<file path="config.mk">
export PLATFORM = sky130hd
export DESIGN_NAME = jtbubl_gfx_romarb
export DESIGN_NICKNAME = d
export VERILOG_FILES = /design/src/rtl/jtbubl_gfx_romarb_pkg.sv /design/src/rtl/jtbubl_rr_pick.sv /design/src/rtl/jtbubl_gfx_romarb.sv
export VERILOG_INCLUDE_DIRS = /design/src /design/src/rtl
export SDC_FILE = /design/constraint.sdc
export NUM_CORES = 1
export LEC_CHECK = 0
export BUFFER_PORTS_ARGS = -buffer_cell sky130_fd_sc_hd__buf_2
export CORE_ASPECT_RATIO = 1.4
export CORE_MARGIN = 8
export CORE_UTILIZATION = 44
export CTS_BUF_LIST = sky130_fd_sc_hd__clkbuf_8 sky130_fd_sc_hd__clkbuf_16
export DETAILED_ROUTE_END_ITERATION = 8
export HOLD_SLACK_MARGIN = 0.12
export PLACE_DENSITY = 0.77
export SYNTH_ARGS = -nofsm -noshare
export SYNTH_HDL_FRONTEND = slang
export SYNTH_SLANG_ARGS = --single-unit
</file>
<file path="constraint.sdc">
create_clock -name clk -period 2.96 [get_ports clk]
set_input_delay 0.148 -clock clk [delete_from_list [all_inputs] [get_ports clk]]
set_output_delay 0.148 -clock clk [all_outputs]
set_load 0.02 [all_outputs]
</file>
<file path="src/rtl/jtbubl_gfx_romarb.vh">
// FSM state encodings for the graphics ROM arbiter.
`ifndef JTBUBL_GFX_ROMARB_VH
`define JTBUBL_GFX_ROMARB_VH
localparam logic [1:0] IDLE  = 2'd0;
localparam logic [1:0] ISSUE = 2'd1;
localparam logic [1:0] WAIT  = 2'd2;
`endif

</file>
<file path="src/rtl/jtbubl_gfx_romarb_pkg.sv">
// Shared types for the graphics ROM arbiter: FSM state type and sizing constants.
package jtbubl_gfx_romarb_pkg;
  `include "jtbubl_gfx_romarb.vh"

  typedef enum logic [1:0] {
    ST_IDLE  = IDLE,
    ST_ISSUE = ISSUE,
    ST_WAIT  = WAIT
  } state_t;

  localparam int NRQ   = 2;
  localparam int CNT_W = 8;
endpackage

</file>
<file path="src/rtl/jtbubl_rr_pick.sv">
// Two-way round-robin picker: a lone requester always wins, on a tie the one
// that was not served last wins.
module jtbubl_rr_pick (
  input  logic [1:0] pend_i,
  input  logic       last_i,
  output logic       gnt_o,
  output logic       gnt_vld_o
);
  always_comb begin
    gnt_vld_o = |pend_i;
    gnt_o     = pend_i[1];
    if (&pend_i) gnt_o = ~last_i;
  end
endmodule

</file>
<file path="src/rtl/jtbubl_gfx_romarb.sv">
// Shares one graphics SDRAM ROM port between the tile fetcher (0) and the
// object line-buffer filler (1), with per-requester one-entry result cache.
module jtbubl_gfx_romarb
  import jtbubl_gfx_romarb_pkg::*;
#(
  parameter int AW  = 18,
  parameter int DW  = 32,
  parameter int TMO = 255
) (
  input  logic          clk,
  input  logic          rst_n,
  input  logic          rq0_cs,
  input  logic [AW-1:0] rq0_addr,
  output logic [DW-1:0] rq0_data,
  output logic          rq0_ok,
  input  logic          rq1_cs,
  input  logic [AW-1:0] rq1_addr,
  output logic [DW-1:0] rq1_data,
  output logic          rq1_ok,
  output logic          rom_cs,
  output logic [AW-1:0] rom_addr,
  input  logic [DW-1:0] rom_data,
  input  logic          rom_ok,
  output logic          busy,
  output logic          tmo_err
);
  localparam logic             TMO_EN  = (TMO != 0);
  localparam logic [CNT_W-1:0] TMO_LIM = CNT_W'(TMO - 1);

  state_t             state_q, state_d;
  logic               gnt_q, gnt_d;
  logic               rr_q, rr_d;
  logic               rom_cs_q, rom_cs_d;
  logic [AW-1:0]      rom_addr_q, rom_addr_d;
  logic [CNT_W-1:0]   cnt_q, cnt_d;
  logic               tmo_q, tmo_d;
  logic               cap;
  logic               abort;

  logic [NRQ-1:0]     cs_w, ok_w, pend_w;
  logic [AW-1:0]      addr_w [NRQ];
  logic [DW-1:0]      data_w [NRQ];
  logic               pick_gnt, pick_vld;

  assign cs_w      = {rq1_cs, rq0_cs};
  assign addr_w[0] = rq0_addr;
  assign addr_w[1] = rq1_addr;
  assign pend_w    = cs_w & ~ok_w;

  jtbubl_rr_pick u_pick (
    .pend_i    (pend_w),
    .last_i    (rr_q),
    .gnt_o     (pick_gnt),
    .gnt_vld_o (pick_vld)
  );

  // The granted requester withdrawing or moving its address invalidates the access.
  assign abort = ~cs_w[gnt_q] | (addr_w[gnt_q] != rom_addr_q);

  always_comb begin
    state_d    = state_q;
    gnt_d      = gnt_q;
    rr_d       = rr_q;
    rom_cs_d   = rom_cs_q;
    rom_addr_d = rom_addr_q;
    cnt_d      = cnt_q;
    tmo_d      = 1'b0;
    cap        = 1'b0;
    case (state_q)
      ST_IDLE: begin
        if (pick_vld) begin
          gnt_d      = pick_gnt;
          rom_addr_d = addr_w[pick_gnt];
          rom_cs_d   = 1'b1;
          cnt_d      = '0;
          state_d    = ST_ISSUE;
        end
      end
      ST_ISSUE: begin
        // rom_ok may still refer to the previous address here, so it is ignored.
        if (abort) begin
          rom_cs_d = 1'b0;
          state_d  = ST_IDLE;
        end else begin
          state_d = ST_WAIT;
        end
      end
      ST_WAIT: begin
        if (abort) begin
          rom_cs_d = 1'b0;
          state_d  = ST_IDLE;
        end else if (rom_ok) begin
          cap      = 1'b1;
          rom_cs_d = 1'b0;
          rr_d     = gnt_q;
          state_d  = ST_IDLE;
        end else if (TMO_EN && cnt_q == TMO_LIM) begin
          tmo_d    = 1'b1;
          rom_cs_d = 1'b0;
          rr_d     = gnt_q;
          state_d  = ST_IDLE;
        end else if (cnt_q != {CNT_W{1'b1}}) begin
          cnt_d = cnt_q + CNT_W'(1);
        end
      end
      default: begin
        rom_cs_d = 1'b0;
        state_d  = ST_IDLE;
      end
    endcase
  end

  always_ff @(posedge clk or negedge rst_n) begin
    if (!rst_n) begin
      state_q    <= ST_IDLE;
      gnt_q      <= 1'b0;
      rr_q       <= 1'b1;
      rom_cs_q   <= 1'b0;
      rom_addr_q <= '0;
      cnt_q      <= '0;
      tmo_q      <= 1'b0;
    end else begin
      state_q    <= state_d;
      gnt_q      <= gnt_d;
      rr_q       <= rr_d;
      rom_cs_q   <= rom_cs_d;
      rom_addr_q <= rom_addr_d;
      cnt_q      <= cnt_d;
      tmo_q      <= tmo_d;
    end
  end

  for (genvar n = 0; n < NRQ; n++) begin : g_ret
    logic          vld_q;
    logic [AW-1:0] srv_q;
    logic [DW-1:0] dat_q;

    always_ff @(posedge clk or negedge rst_n) begin
      if (!rst_n) begin
        vld_q <= 1'b0;
        srv_q <= '0;
        dat_q <= '0;
      end else if (cap && gnt_q == 1'(n)) begin
        vld_q <= 1'b1;
        srv_q <= rom_addr_q;
        dat_q <= rom_data;
      end
    end

    assign ok_w[n]   = vld_q & cs_w[n] & (addr_w[n] == srv_q);
    assign data_w[n] = dat_q;
  end

  assign rq0_ok   = ok_w[0];
  assign rq1_ok   = ok_w[1];
  assign rq0_data = data_w[0];
  assign rq1_data = data_w[1];
  assign rom_cs   = rom_cs_q;
  assign rom_addr = rom_addr_q;
  assign busy     = (state_q != ST_IDLE);
  assign tmo_err  = tmo_q;
endmodule
</file>
; Yosys cells after proc, flatten, opt, wreduce, memory -nomap -nowiden
; Cells that the tools add are included.
; W data, S select, Z words.
[word_totals]
inputBits = 73
reg_bits = 134
wordCells = 93
[op_classes]
order_cmp = 3
n_reduce_logical = 13
eq_ne = 14
muxes = 36
add_sub_neg = 1
n_bitwise = 13
[ops]
columns = cell, count
row1 = $mux W18, 6
row2 = $mux W8, 5
row3 = $eq A18 B18 Y1, 2
row4 = $ne A18 B18 Y1, 1
row5 = $mux W1, 17
row6 = $pmux W8 S2, 1
row7 = $ne A2 B2 Y1 const B, 6
row8 = $mux W2, 5
row9 = $add A8 B1 Y8 const B, 1
row10 = $eq A8 B8 Y1 const B, 1
row11 = $ne A8 B8 Y1 const B, 1
row12 = $pmux W2 S3, 1
row13 = $reduce_and A2 Y1, 3
row14 = $reduce_and A3 Y1, 2
row15 = $reduce_and A6 Y1, 1
row16 = $reduce_bool A2 Y1, 3
row17 = $and A1 B1 Y1, 4
row18 = $ge A2 B2 Y1 const B, 2
row19 = $ne A4 B4 Y1 const B, 1
row20 = $not A1 Y1, 4
row21 = $not A1 Y2, 2
row22 = $pmux W1 S3, 1
row23 = $and A2 B2 Y2, 1
row24 = $eq A2 B1 Y1 const B, 1
row25 = 7 further kinds, 8

; Depth between registers and ports, before layout
; Gate-level depths: netlist of the first run.
[depth]
depth_word = 10
mapped_depth = 11
mapped_depth_nobuf = 7

; Modules after synthesis
; Synthesis of the first run repeated with hierarchy kept, for this count alone.
[unflattened]
cells_unflattened = 477
hier_area_um2 = 6203.4
[modules_own_cells]
columns = module, seq_area_each_um2, instances, area_each_um2, cells_each
row1 = jtbubl_gfx_romarb, 3354.5, 1, 6189.7, 475
row2 = jtbubl_rr_pick, 0.0, 1, 13.8, 2

; Least setup slack after synthesis of the first run
; OpenSTA, ideal clock, no wires.
[synth_path]
kind = register to register
start = register gnt_q
end = register rr_q
required_time_ps = 2878
path_slack_ps = 533
stages_incl_launch_ff = 9
arrival_ps = 2345
n_path_buf = 2
cell_sequence = dfrtp_1 buf_6 buf_12 mux2i_1 xnor2_1 or3b_2 or4_4 nor3_2 mux2_2
[synth_via]
elab_chain_len = 8
elab_cells_between_ends = 13
classes_between = eq/ne (1) / mux (7) / bitwise (4) / reduce/logical (1)
[synth_lines]
columns = element, line_no
row1 = "start, declared", jtbubl_gfx_romarb.sv:31  ; logic gnt_q, gnt_d;
row2 = "start signal, assigned", jtbubl_gfx_romarb.sv:124  ; gnt_q <= gnt_d;
row3 = $not A1 Y2 (implied by the code), jtbubl_gfx_romarb.sv:58  ; assign abort = ~cs_w[gnt_q] | (addr_w[gnt_q] != rom_addr_q);
row4 = $mux W18 (implied by the code) (3 in a row), jtbubl_gfx_romarb.sv:58
row5 = $ne A18 B18 Y1, jtbubl_gfx_romarb.sv:58
row6 = $or A1 B1 Y1, jtbubl_gfx_romarb.sv:58
row7 = $not A1 Y1 (no source line), --
row8 = $reduce_and A3 Y1 (no source line), --
row9 = "end signal, assigned", jtbubl_gfx_romarb.sv:125  ; rr_q <= rr_d;
row10 = "end, declared", jtbubl_gfx_romarb.sv:32  ; logic rr_q, rr_d;
; Parallel ways exist; a longest one is shown, timed or not. The select of a mux whose other input is x is not followed.
; A chain may end at the register's enable or synchronous reset.

; Worst setup path after layout of the first run
[layout_path]
start = input rq0_addr[3]
end = register rom_addr_q[8] (netlist: rom_addr[8])
[layout_via]
elab_chain_len = 10
elab_cells_between_ends = 12
classes_between = eq/ne (1) / mux (4) / bitwise (4) / reduce/logical (3)
[layout_lines]
columns = element, line_no
row1 = "start, declared", jtbubl_gfx_romarb.sv:13  ; input logic [AW-1:0] rq0_addr,
row2 = $eq A18 B18 Y1 (*), jtbubl_gfx_romarb.sv:150  ; assign ok_w[n] = vld_q & cs_w[n] & (addr_w[n] == srv_q);
row3 = $and A1 B1 Y1 (*), jtbubl_gfx_romarb.sv:150
row4 = $not A2 Y2 (*), jtbubl_gfx_romarb.sv:48  ; assign pend_w = cs_w & ~ok_w;
row5 = $and A2 B2 Y2 (*), jtbubl_gfx_romarb.sv:48
row6 = $reduce_and A2 Y1, jtbubl_rr_pick.sv:12  ; if (&pend_i) gnt_o = ~last_i;
row7 = $mux W1, jtbubl_rr_pick.sv:12
row8 = $not A1 Y2 (implied by the code), jtbubl_gfx_romarb.sv:73  ; rom_addr_d = addr_w[pick_gnt];
row9 = $mux W18 (implied by the code) (3 in a row), jtbubl_gfx_romarb.sv:73
row10 = "end signal, assigned", jtbubl_gfx_romarb.sv:127  ; rom_addr_q <= rom_addr_d;
row11 = "end, declared", jtbubl_gfx_romarb.sv:34  ; logic [AW-1:0] rom_addr_q, rom_addr_d;
; Mark *: on every way between the ends. The rest lies on a longest branch, timed or not. The select of a mux whose other input is x is not followed.

==> results of run 1 <==
## final timing paths
path,to,start,slack (ns),cells past startpoint
worst max register to register,rom_addr[8],g_ret[0].srv_q[3],0.25,9
worst max-delay path,rom_addr[8],rq0_addr[3],0.22,11
worst min register to register,g_ret[1].vld_q,g_ret[1].vld_q,0.47,1
worst min-delay path,rom_addr[9],rq1_addr[9],0.14,3
max in group asynchronous,rq1_data[25],rst_n,1.74,3
min in group asynchronous,rom_addr[8],rst_n,0.36,2
## registers in the layout, indices dropped and copies added (netlist names)
signal       count
gnt_q            1
rom_addr        18
rq0_data        32
rr_q             1
cnt_q            8
rom_cs           1
rq1_data        32
tmo_err          1
g_ret.vld_q      2
g_ret.srv_q     36
state_q          2
## report_power, final
group	leakage (nW)	internal [mW]	total, mW	switching (mW)
clock network	0.256	1.15	1.89	0.737
logic	2.39	0.286	0.652	0.367
registers	1.81	1.89	1.97	0.0805
## what timing repair did
item | 4_1_cts | 5_1_grt
setup endpoints to repair | 0 | 2
hold buffers | 68 | 0
buffers inserted | 0 | 0
gates resized for setup | 0 | 2
hold endpoints to repair | 138 | 0
## worst register-to-register path: stages, from the launching register on
cell                            delay, ns
sky130_fd_sc_hd__dfrtp_1             0.38
sky130_fd_sc_hd__xor2_1              0.19
sky130_fd_sc_hd__nor4_1              0.38
sky130_fd_sc_hd__nand4_1             0.21
sky130_fd_sc_hd__o21a_1              0.23
sky130_fd_sc_hd__a21oi_2             0.16
sky130_fd_sc_hd__buf_4               0.19
sky130_fd_sc_hd__mux2i_1             0.21
sky130_fd_sc_hd__dlygate4sd3_1       0.57
sky130_fd_sc_hd__a21oi_1             0.06
## cells in the final DEF (no fill, tap or decap), drive strengths merged, types with 4 or more instances in the layout
cell type and count:
nor2 27, dlygate4sd3 68, clkinvlp 4, clkinv 5, mux2 102, buf 168
xnor2 16, o21ai 6, nand2 9, inv 7, nor4 11, mux2i 37
a21oi 24, nand4 4, dfrtp 133, xor2 37, a31oi 6, clkbuf 18
nand3 9, nor3 4
## per-layer routing
layer	vias to the layer above	global-route usage, %	routed length [µm]	part of all wire (%)
met5	-	0	0	0
met4	0	8.06	469	2.8
met3	34	7.10	1300	7.8
met2	145	33.6	8730	52
met1	2302	20.6	6230	37
li1	2173	-	-	-
## Yosys cell counts, drive strengths merged (3+ instances only)
library cell	number	area share [%]
a21oi	24	1.9
dfrtp	133	54
a41oi	3	0.42
nor2	27	1.6
mux2	102	18
nand2b	3	0.30
o21ai	6	0.48
nand3	9	0.72
nand2	9	0.54
nor3	4	0.48
xor2	37	5.2
a31oi	6	0.60
or2	3	0.30
nand4	4	0.40
nor4	11	1.1
buf	16	1.8
o211ai	3	0.36
xnor2	16	2.3
clkbuf	5	0.30
mux2i	37	6.0
inv	6	0.36
## logic make-up after synthesis
| kind of cell | count (synthesis) |
|---|---|
| XOR/XNOR | 53 |
| buffers and inverters | 27 |
| multiplexers | 139 |
| AO/OA/AOI/OAI | 46 |
| AND/OR/NAND/NOR | 81 |
| adder cells (fa/ha/maj) | 2 |
| flip-flops | 134 |
## final cells by class
type,instances,area [µm²]
clock inverters,11,88.8
clock buffers,18,439
flip-flops and latches,134,3350
inverters,6,22.5
repair buffers,236,1570
multi-input cells,321,2720
well taps,185,231
fillers,1122,5420
## metrics by stage
| stage | cells | hold WS [ns] | utilization [%] | power (mW) | setup WS [ns] |
|---|---|---|---|---|---|
| 4_1_cts | 911 | 0.122 | 60.8 | 4.56 | 0.129 |
| 3_5_place_dp | 814 | 0.275 | 52.1 | 2.58 | 0.292 |
| 5_1_grt | 911 | 0.131 | 60.9 | 4.70 | 0.0211 |
| 6_report | 911 | 0.138 | 60.9 | 4.51 | 0.223 |
| 3_3_place_gp | 814 | 0.270 | 52.1 | 2.56 | 0.327 |
| 2_1_floorplan | 482 | -0.148 | - | 2.32 | 0.533 |
==> impl_metrics.sql, run 1 <==
INSERT INTO impl_metrics (metric_group, metric, value, unit) VALUES
('global_routing', 'antenna_violations_before_repair', '0', ''),
('placement', 'io_buffers', '159', ''),
('power_and_ir_drop', 'power_leakage', '4.45', 'nW'),
('worst_setup_path', 'setup.worst_path.end_class', 'flip-flop', ''),
('sta', 'endpoints_failing_hold', '0', ''),
('global_routing', 'grt_pass1_wl', '27400', 'µm'),
('placement', 'finalWeightedCongestion', '0.828', ''),
('logic_synthesis', 'synthesis.instances', '482', ''),
('placement', 'place.detailed.hpwl', '12000', 'µm'),
('floorplan', 'core', '13800', 'µm²'),
('logic_synthesis', 'proportion_of_synthesized_area_in_mux_cells', '24.4', '%'),
('global_routing', 'grt_pass1_vias', '5348', ''),
('logic_synthesis', 'yosys_warnings', '0', ''),
('worst_setup_path', 'worst_path_max_delay_cell', 'sky130_fd_sc_hd__dlygate4sd3_1', ''),
('floorplan', 'chipWidth', '116', 'µm'),
('final_layout', 'areaGrowthSynthToFinish', '35.6', '%'),
('worst_setup_path', 'worst-setup-path-type', 'primary input to flip-flop', ''),
('logic_synthesis', 'synthDistinctLibCells', '39', ''),
('routing', 'via_count', '4654', ''),
('logic_synthesis', 'synth_top_family_by_area', 'multiplexers', ''),
('routing', 'route.antenna.remaining_nets', '0', ''),
('cts', 'clock_edge_transition_at_the_registers_on_the_reported_setup_and_hold_paths', '0.06', 'ns'),
('logic_synthesis', 'post_synthesis_compound_gate_area_fraction', '4.29', '%'),
('logic_synthesis', 'synth_fa_ha_area_share', '0.403', '%'),
('cts', 'cts-buffers-inserted', '17', ''),
('cts', 'max_buffers_root_to_sink', '2', ''),
('worst_setup_path', 'timing.critical_path.mode_cell', 'sky130_fd_sc_hd__dlygate4sd3_1', ''),
('sta', 'maxSlewViolCount', '0', ''),
('sta', 'setup_viol_count_final', '0', ''),
('routing', 'dr.first_iter.drc_count', '119', ''),
('floorplan', 'initial_standard_cell_utilization_of_the_core', '44.9', '%'),
('placement', 'dpl_cell_area', '7210', 'µm²'),
('power_and_ir_drop', 'power.density_cell_area', '534', 'nW/µm²'),
('sta', 'unrepaired_setup_endpoints_after_global_routing', 'false', ''),
('logic_synthesis', 'ys_dominant_reg_cell', 'sky130_fd_sc_hd__dfrtp_1', ''),
('floorplan', 'io_pins', '160', ''),
('cts', 'cts_root_buffer', 'sky130_fd_sc_hd__clkbuf_16', ''),
('final_layout', 'total_number_of_nets_in_the_final_design', '791', ''),
('cts', 'cts_num_sinks', '134', ''),
('worst_setup_path', 'worst_setup_path_start_kind', 'primary input', ''),
('global_routing', 'gr-total-overflow', '0', ''),
('worst_setup_path', 'max_stage_delay', '0.57', 'ns'),
('outcome', 'outcome', 'finished clean', ''),
('sta', 'tns', '0', 'ns'),
('sta', 'final.period_utilization', '92.5', '%'),
('global_routing', 'maximum_number_of_pins_on_one_net_before_global_route_repair', '79', ''),
('sta', 'final.min_clock_period', '2.74', 'ns'),
('logic_synthesis', 'synth_enable_flop_cells', '0', ''),
('worst_setup_path', 'worst-endpoint-arrival', '3.00', 'ns'),
('sta', 'post_route_clock_skew', '0.00996', 'ns'),
('worst_setup_path', 'crit_required', '3.23', 'ns'),
('floorplan', 'dieHeight', '157', 'µm'),
('routing', 'post_drt_via_cell_ratio', '5.11', ''),
('worst_setup_path', 'critPathMaxFanout', '6', ''),
('routing', 'wl_per_cell', '18.4', 'µm'),
('routing', 'drc_violations_left', '0', ''),
('power_and_ir_drop', 'peak_supply_drop', '318', 'µV'),
('cts', 'insertion_delay', '0.40', 'ns'),
('cts', 'cts_tree', 'built', ''),
('logic_synthesis', 'synthSimpleGateAreaFrac', '6.94', '%'),
('global_routing', 'track_usage', '19.4', '%'),
('logic_synthesis', 'synth_seq_cells', '134', ''),
('floorplan', 'rows', '51', ''),
('final_layout', 'antenna_cell_count', '0', ''),
('logic_synthesis', 'async_flop_share', '100', '%'),
('logic_synthesis', 'syn-num-nets', '557', ''),
('routing', 'drt-pass1-iter-count', '4', ''),
('final_layout', 'layout-drive-gt1-share', '35.3', '%'),
('worst_setup_path', 'worst_path_dominant_cell_family', 'buffers and inverters', ''),
('min_path', 'hold_class', 'primary input to flip-flop', ''),
('sta', 'timing.slew.headroom', '47.5', '%');
No activity file was read; power rests on OpenSTA's default activity.
==> inputs of run 2 (changes only) <==
--- a/config.mk
+++ b/config.mk
@@ -6,14 +6,14 @@
 export SDC_FILE = /design/constraint.sdc
 export NUM_CORES = 1
 export LEC_CHECK = 0
-export BUFFER_PORTS_ARGS = -buffer_cell sky130_fd_sc_hd__buf_2
+export BUFFER_PORTS_ARGS = -buffer_cell sky130_fd_sc_hd__buf_4
 export CORE_ASPECT_RATIO = 1.4
 export CORE_MARGIN = 8
 export CORE_UTILIZATION = 44
 export CTS_BUF_LIST = sky130_fd_sc_hd__clkbuf_8 sky130_fd_sc_hd__clkbuf_16
 export DETAILED_ROUTE_END_ITERATION = 8
 export HOLD_SLACK_MARGIN = 0.12
-export PLACE_DENSITY = 0.77
+export PLACE_DENSITY = 0.8
 export SYNTH_ARGS = -nofsm -noshare
 export SYNTH_HDL_FRONTEND = slang
 export SYNTH_SLANG_ARGS = --single-unit
==> constraint.sdc (replaced) <==
create_clock -name clk -period 2.25 [get_ports clk]
set_input_delay 0.1125 -clock clk [delete_from_list [all_inputs] [get_ports clk]]
set_output_delay 0.1125 -clock clk [all_outputs]
set_load 0.02 [all_outputs]
==> impl_metrics.sql, run 2 (synthesis gave the netlist of run 1 again) <==
INSERT INTO impl_metrics (metric_group, metric, value, unit) VALUES
('cts', 'cts-buffers-inserted', '17', ''),
('worst_setup_path', 'ff2ff_path_depth', '11', ''),
('final_layout', 'fill_cells', '857', ''),
('final_layout', 'areaGrowthSynthToFinish', '59.6', '%'),
('placement', 'finalWeightedCongestion', '0.878', ''),
('global_routing', 'grt_pass1_vias', '6018', ''),
('final_layout', 'layout-drive-gt1-share', '50.0', '%'),
('worst_setup_path', 'critPathMaxFanout', '7', ''),
('power_and_ir_drop', 'finalPower', '6.57', 'mW'),
('worst_setup_path', 'setup.worst_path.end_class', 'flip-flop', ''),
('sta', 'final.period_utilization', '125', '%'),
('cts', 'htreeDepth', '4', ''),
('worst_setup_path', 'worst-endpoint-arrival', '3.12', 'ns'),
('final_layout', 'top_register', 'g_ret.srv_q', ''),
('floorplan', 'chipWidth', '116', 'µm'),
('routing', 'wl_per_cell', '22.9', 'µm'),
('power_and_ir_drop', 'peak_supply_drop', '537', 'µV'),
('sta', 'timing.fmax', '0.355', 'GHz'),
('floorplan', 'core', '13800', 'µm²'),
('sta', 'post_route_clock_skew', '0.0131', 'ns'),
('floorplan', 'initial_standard_cell_utilization_of_the_core', '44.9', '%'),
('routing', 'drc_violations_left', '0', ''),
('worst_setup_path', 'r2r_slack', '-0.57', 'ns'),
('cts', 'cts_num_sinks', '134', ''),
('routing', 'post_drt_via_cell_ratio', '5.41', ''),
('worst_setup_path', 'crit_required', '2.55', 'ns'),
('global_routing', 'busiest_layer', 'met2', ''),
('global_routing', 'gr-total-overflow', '0', ''),
('cts', 'cts_tree', 'built', ''),
('placement', 'io_buffers', '159', ''),
('routing', 'drt-pass1-iter-count', '4', ''),
('routing', 'route.antenna.remaining_nets', '0', ''),
('worst_setup_path', 'timing.rr.start', 'gnt_q', ''),
('run', 'cap_viol_max_count', '0', ''),
('cts', 'clock_edge_transition_at_the_registers_on_the_reported_setup_and_hold_paths', '0.07', 'ns'),
('sta', 'min_setup_slack_post_route', '-0.567', 'ns'),
('worst_setup_path', 'worst-setup-path-type', 'flip-flop to flip-flop', ''),
('final_layout', 'fin_util', '71.6', '%'),
('min_path', 'worstHoldStart', 'rq0_cs', ''),
('cts', 'cts_root_buffer', 'sky130_fd_sc_hd__clkbuf_16', ''),
('global_routing', 'met1_usage', '26.5', '%'),
('routing', 'dr.first_iter.drc_count', '231', ''),
('final_layout', 'most-common-layout-cells', '184 x sky130_fd_sc_hd__buf_4, 133 x sky130_fd_sc_hd__dfrtp_1, 70 x sky130_fd_sc_hd__dlygate4sd3_1', ''),
('global_routing', 'antenna_violations_before_repair', '0', ''),
('power_and_ir_drop', 'power.density_cell_area', '662', 'nW/µm²'),
('cts', 'max_buffers_root_to_sink', '2', ''),
('sta', 'slew_at_the_pin_closest_to_its_max_slew_limit', '0.727', 'ns'),
('final_layout', 'layout_commonest_cell', 'sky130_fd_sc_hd__buf_4', ''),
('final_layout', 'largest_register_ff_count', '36', ''),
('sta', 'endpoints_failing_hold', '0', ''),
('outcome', 'outcome', 'finished with violations', ''),
('final_layout', 'antenna_cell_count', '0', ''),
('floorplan', 'io_pins', '160', ''),
('sta', 'maxSlewViolCount', '0', ''),
('global_routing', 'maximum_number_of_pins_on_one_net_before_global_route_repair', '135', ''),
('sta', 'timing.slew.headroom', '51.5', '%'),
('min_path', 'whs_endpoint', 'state_q[0]', ''),
('sta', 'final.min_clock_period', '2.82', 'ns'),
('floorplan', 'dieArea', '18200', 'µm²'),
('final_layout', 'total_number_of_nets_in_the_final_design', '841', ''),
('sta', 'setup_viol_count_final', '132', ''),
('global_routing', 'grt_pass1_wl', '33800', 'µm'),
('global_routing', 'track_usage', '24.7', '%'),
('global_routing', 'use_met2', '42.7', '%'),
('routing', 'via_count', '5214', ''),
('min_path', 'hold_class', 'primary input to flip-flop', ''),
('floorplan', 'dieHeight', '157', 'µm'),
('placement', 'place.detailed.hpwl', '12700', 'µm'),
('worst_setup_path', 'worstReg2RegEnd', 'rq0_data[2]', ''),
('sta', 'unrepaired_setup_endpoints_after_global_routing', 'true', ''),
('global_routing', 'use_met3', '8.21', '%'),
('cts', 'insertion_delay', '0.42', 'ns'),
('routing', 'postRouteWirelength', '22000', 'µm'),
('min_path', 'min_path_cells', '5', ''),
('floorplan', 'rows', '51', ''),
('worst_setup_path', 'worst_setup_path_start_kind', 'flip-flop', ''),
('outcome', 'failed_checks', 'negative setup slack', ''),
('power_and_ir_drop', 'power_leakage', '4.92', 'nW');
[run 2: changes by cell type in the layout (fill, tap and decap cells not counted), moves of 5 or more]
cell / delta
sky130_fd_sc_hd__nor2_1: -5
sky130_fd_sc_hd__buf_6: +14
sky130_fd_sc_hd__mux2_1: -54
sky130_fd_sc_hd__mux2_4: +62
sky130_fd_sc_hd__buf_4: +176
sky130_fd_sc_hd__buf_2: -156
sky130_fd_sc_hd__mux2i_1: -8
sky130_fd_sc_hd__mux2_2: -8
sky130_fd_sc_hd__mux2i_2: +5
sky130_fd_sc_hd__buf_12: +9
[run 2: worst max-delay path: stages, from the launching register on]
cell	delay (ns)
sky130_fd_sc_hd__dfrtp_1	0.43
sky130_fd_sc_hd__buf_4	0.19
sky130_fd_sc_hd__mux2i_1	0.30
sky130_fd_sc_hd__xnor2_1	0.20
sky130_fd_sc_hd__nor4_2	0.32
sky130_fd_sc_hd__nand3_1	0.17
sky130_fd_sc_hd__nor2_2	0.18
sky130_fd_sc_hd__nand4b_1	0.14
sky130_fd_sc_hd__buf_6	0.19
sky130_fd_sc_hd__buf_6	0.14
sky130_fd_sc_hd__buf_16	0.14
sky130_fd_sc_hd__mux2_4	0.29
[run 2: power by group]
group / switching [mW] / internal (mW)
Clock: 1.11 / 1.64
Combinational: 0.630 / 0.612
Sequential: 0.105 / 2.48
Total: 1.84 / 4.73
[run 2: how the worst max path moves through the flow]
stage | from | end | slack (ns) | depth (start not counted)
detailed placement | gnt_q | rr_q | -0.34 | 8
floorplan | gnt_q | rr_q | -0.11 | 9
global route | gnt_q | rq0_data[2] | -0.64 | 11
global placement | gnt_q | rr_q | -0.30 | 8
CTS | gnt_q | rq1_data[1] | -0.33 | 10
finish | gnt_q | rq0_data[2] | -0.57 | 11
[run 2: area by class of cell]
| class | instances | area, µm² | area share (%) |
|---|---|---|---|
| Timing Repair Buffer | 286 | 2580 | 26.0 |
| Clock buffer | 17 | 425 | 4.29 |
| Tap cell | 185 | 231 | 2.33 |
| Inverter | 6 | 22.5 | 0.227 |
| Multi-Input combinational cell | 321 | 3150 | 31.8 |
| Sequential cell | 134 | 3350 | 33.8 |
| Clock inverter | 14 | 153 | 1.54 |
[run 2: timing repair]
action | in CTS | in global routing
setup endpoints to repair | 133 | 134
pin swaps | 21 | 30
hold buffers | 70 | 0
buffers inserted | 22 | 6
hold endpoints to repair | 216 | 0
resized for setup | 46 | 44
cloned | 9 | 1
[run 2: layer usage]
metal	part of all wire (%)	vias to the layer above
li1	-	2287
met1	36	2591
met2	50	264
met3	8.7	72
met4	4.5	0
met5	0	-
[run 2: through the flow]
stage               TNS [ns]  worst slack, ns  cell area [µm²]  cells  hold slack (ns)
floorplan              -3.48           -0.112             6440    482           -0.183
global placement      -23.97           -0.299             8060    840            0.261
detailed placement    -28.69           -0.336             8060    840            0.279
CTS                   -29.00           -0.330             9890    968            0.320
global route          -63.80           -0.639             9920    963            0.307
finish                -54.32           -0.567             9920    963            0.314
==> inputs of run 3 (changes only) <==
--- a/config.mk
+++ b/config.mk
@@ -9,11 +9,11 @@
 export BUFFER_PORTS_ARGS = -buffer_cell sky130_fd_sc_hd__buf_4
 export CORE_ASPECT_RATIO = 1.4
 export CORE_MARGIN = 8
-export CORE_UTILIZATION = 44
+export CORE_UTILIZATION = 48
 export CTS_BUF_LIST = sky130_fd_sc_hd__clkbuf_8 sky130_fd_sc_hd__clkbuf_16
 export DETAILED_ROUTE_END_ITERATION = 8
 export HOLD_SLACK_MARGIN = 0.12
-export PLACE_DENSITY = 0.8
+export PLACE_DENSITY = 0.85
 export SYNTH_ARGS = -nofsm -noshare
 export SYNTH_HDL_FRONTEND = slang
 export SYNTH_SLANG_ARGS = --single-unit
==> impl_metrics.sql, run 3 (synthesis gave the netlist of run 1 again) <==
INSERT INTO impl_metrics (metric_group, metric, value, unit) VALUES
('worst_setup_path', 'critPathMaxFanout', '14', ''),
('cts', 'clock_edge_transition_at_the_registers_on_the_reported_setup_and_hold_paths', '0.06', 'ns'),
('sta', 'maxSlewViolCount', '0', ''),
('outcome', 'outcome', 'finished with violations', ''),
('cts', 'max_buffers_root_to_sink', '2', ''),
('power_and_ir_drop', 'peak_supply_drop', '568', 'µV'),
('routing', 'wl_per_cell', '24.4', 'µm'),
('sta', 'setup_viol_count_final', '134', ''),
('final_layout', 'antenna_cell_count', '0', ''),
('worst_setup_path', 'setup.worst_path.end_class', 'flip-flop', ''),
('power_and_ir_drop', 'power_leakage', '4.91', 'nW'),
('floorplan', 'dieHeight', '151', 'µm'),
('sta', 'final.period_utilization', '121', '%'),
('floorplan', 'chipWidth', '112', 'µm'),
('sta', 'endpoints_failing_hold', '0', ''),
('run', 'cap_viol_max_count', '0', ''),
('routing', 'post_drt_via_cell_ratio', '5.77', ''),
('routing', 'dr.max_layer_used', 'met4', ''),
('final_layout', 'fill_cells', '718', ''),
('routing', 'dr.first_iter.drc_count', '247', ''),
('global_routing', 'antenna_violations_before_repair', '0', ''),
('routing', 'wl_met2', '12000', 'µm'),
('global_routing', 'grt_pass1_wl', '35600', 'µm'),
('cts', 'cts_num_sinks', '134', ''),
('floorplan', 'rows', '49', ''),
('sta', 'unrepaired_setup_endpoints_after_global_routing', 'true', ''),
('final_layout', 'layout-drive-gt1-share', '49.6', '%'),
('final_layout', 'most-common-layout-cells', '188 x sky130_fd_sc_hd__buf_4, 133 x sky130_fd_sc_hd__dfrtp_1, 70 x sky130_fd_sc_hd__dlygate4sd3_1', ''),
('sta', 'final.min_clock_period', '2.73', 'ns'),
('final_layout', 'largest_register_ff_count', '36', ''),
('worst_setup_path', 'timing.rr.start', 'gnt_q', ''),
('routing', 'drt-pass1-iter-count', '7', ''),
('worst_setup_path', 'ff2ff_path_depth', '10', ''),
('placement', 'finalWeightedCongestion', '0.865', ''),
('floorplan', 'dieArea', '16900', 'µm²'),
('placement', 'place.detailed.hpwl', '13100', 'µm'),
('sta', 'post_route_clock_skew', '0.0157', 'ns'),
('floorplan', 'initial_standard_cell_utilization_of_the_core', '48.7', '%'),
('cts', 'cts-buffers-inserted', '17', ''),
('routing', 'dr_wl_met3', '1680', 'µm'),
('cts', 'htreeDepth', '4', ''),
('worst_setup_path', 'worst-setup-path-type', 'flip-flop to flip-flop', ''),
('placement', 'io_buffers', '159', ''),
('cts', 'cts_root_buffer', 'sky130_fd_sc_hd__clkbuf_16', ''),
('final_layout', 'top_register', 'g_ret.srv_q', ''),
('routing', 'drc_violations_left', '0', ''),
('final_layout', 'total_number_of_nets_in_the_final_design', '842', ''),
('routing', 'via_count', '5382', ''),
('sta', 'timing.fmax', '0.367', 'GHz'),
('cts', 'insertion_delay', '0.42', 'ns'),
('sta', 'timing.slew.headroom', '59.4', '%'),
('routing', 'route.antenna.remaining_nets', '0', ''),
('worst_setup_path', 'crit_required', '2.54', 'ns'),
('cts', 'cts_tree', 'built', ''),
('global_routing', 'grt_pass1_vias', '6199', ''),
('sta', 'slew_at_the_pin_closest_to_its_max_slew_limit', '0.605', 'ns'),
('sta', 'min_setup_slack_post_route', '-0.478', 'ns'),
('final_layout', 'layout_commonest_cell', 'sky130_fd_sc_hd__buf_4', ''),
('final_layout', 'areaGrowthSynthToFinish', '58.5', '%'),
('global_routing', 'maximum_number_of_pins_on_one_net_before_global_route_repair', '65', ''),
('global_routing', 'track_usage', '27.4', '%'),
('floorplan', 'io_pins', '160', ''),
('worst_setup_path', 'worst_setup_path_startpoint', 'gnt_q', ''),
('worst_setup_path', 'worst_setup_path_start_kind', 'flip-flop', ''),
('outcome', 'failed_checks', 'negative setup slack', ''),
('floorplan', 'core', '12800', 'µm²'),
('routing', 'met1_length', '8080', 'µm'),
('global_routing', 'gr-total-overflow', '0', ''),
('worst_setup_path', 'worstReg2RegEnd', 'rq1_data[23]', ''),
('routing', 'postRouteWirelength', '22700', 'µm'),
('worst_setup_path', 'worst-endpoint-arrival', '3.02', 'ns'),
('placement', 'pre_cts_slack', '-0.352', 'ns'),
('power_and_ir_drop', 'power.density_cell_area', '643', 'nW/µm²'),
('min_path', 'hold_class', 'primary input to asynchronous set/reset pin', ''),
('final_layout', 'fin_util', '77.2', '%'),
('worst_setup_path', 'r2r_slack', '-0.48', 'ns');
run 3: cell types whose count changed in the layout (fill, tap and decap cells not counted), moves of 3 or more:
cell / previous run / this run
sky130_fd_sc_hd__a21oi_1: 19 / 16
sky130_fd_sc_hd__nor4_1: 6 / 9
sky130_fd_sc_hd__nor4_2: 5 / 2
sky130_fd_sc_hd__a21oi_2: 3 / 7
sky130_fd_sc_hd__buf_4: 184 / 188
sky130_fd_sc_hd__clkinv_4: 3 / 0
run 3: power by group:
| group | internal, mW | switching (mW) | total [mW] |
|---|---|---|---|
| Sequential | 2.48 | 0.105 | 2.59 |
| Clock | 1.46 | 1.10 | 2.55 |
| Combinational | 0.579 | 0.611 | 1.19 |
run 3: per-layer routing:
layer	vias to the layer above	global-route usage, %
li1	2275	-
met1	2720	28.0
met2	306	49.6
met3	81	8.43
met4	0	14.2
met5	-	0
run 3: worst max-delay path by stage:
stage	end	slack, ns	cells after the start
detailed placement	g_ret[1].srv_q[3]	-0.35	9
CTS	rq1_data[31]	-0.27	10
finish	rq1_data[23]	-0.48	10
global route	rq1_data[23]	-0.50	10
floorplan	rr_q	-0.11	9
global placement	rq1_data[31]	-0.25	9
run 3: cell type report:
| type | count | area, µm² | share of cell area (%) |
|---|---|---|---|
| Inverter | 6 | 22.5 | 0.229 |
| Clock buffer | 19 | 453 | 4.60 |
| Sequential cell | 134 | 3350 | 34.1 |
| Multi-Input combinational cell | 321 | 3120 | 31.7 |
| Timing Repair Buffer | 287 | 2630 | 26.6 |
| Tap cell | 153 | 191 | 1.94 |
| Clock inverter | 12 | 81.3 | 0.826 |
run 3: repair_timing:
action                                 in CTS  in global routing
buffers inserted                           24                  6
setup endpoints to repair                 133                134
cloned                                     10                  1
pin swaps                                  17                 26
resized for setup                          43                 36
endpoints found under the hold margin     190                  0
hold buffers                               70                  0
run 3: through the flow:
stage | TNS (ns) | instances | total power [mW] | instance area (µm²) | hold slack (ns)
after detailed placement | -29.57 | 810 | 3.58 | 8000 | 0.0870
after floorplan | -3.48 | 482 | 3.06 | 6440 | -0.183
after global routing | -51.67 | 932 | 6.51 | 9850 | 0.245
after global placement | -21.38 | 810 | 3.56 | 8000 | 0.0840
after CTS | -23.63 | 932 | 6.21 | 9750 | 0.208
final | -47.01 | 932 | 6.33 | 9850 | 0.205
run 3: worst max-delay path: stages, from the launching register on:
cell                      delay, ns
sky130_fd_sc_hd__dfrtp_1       0.42
sky130_fd_sc_hd__buf_12        0.16
sky130_fd_sc_hd__mux2i_1       0.22
sky130_fd_sc_hd__xor2_1        0.28
sky130_fd_sc_hd__and4_1        0.24
sky130_fd_sc_hd__nand4_1       0.16
sky130_fd_sc_hd__nor2_2        0.21
sky130_fd_sc_hd__and4_4        0.26
sky130_fd_sc_hd__buf_12        0.15
sky130_fd_sc_hd__buf_12        0.18
sky130_fd_sc_hd__mux2_4        0.32
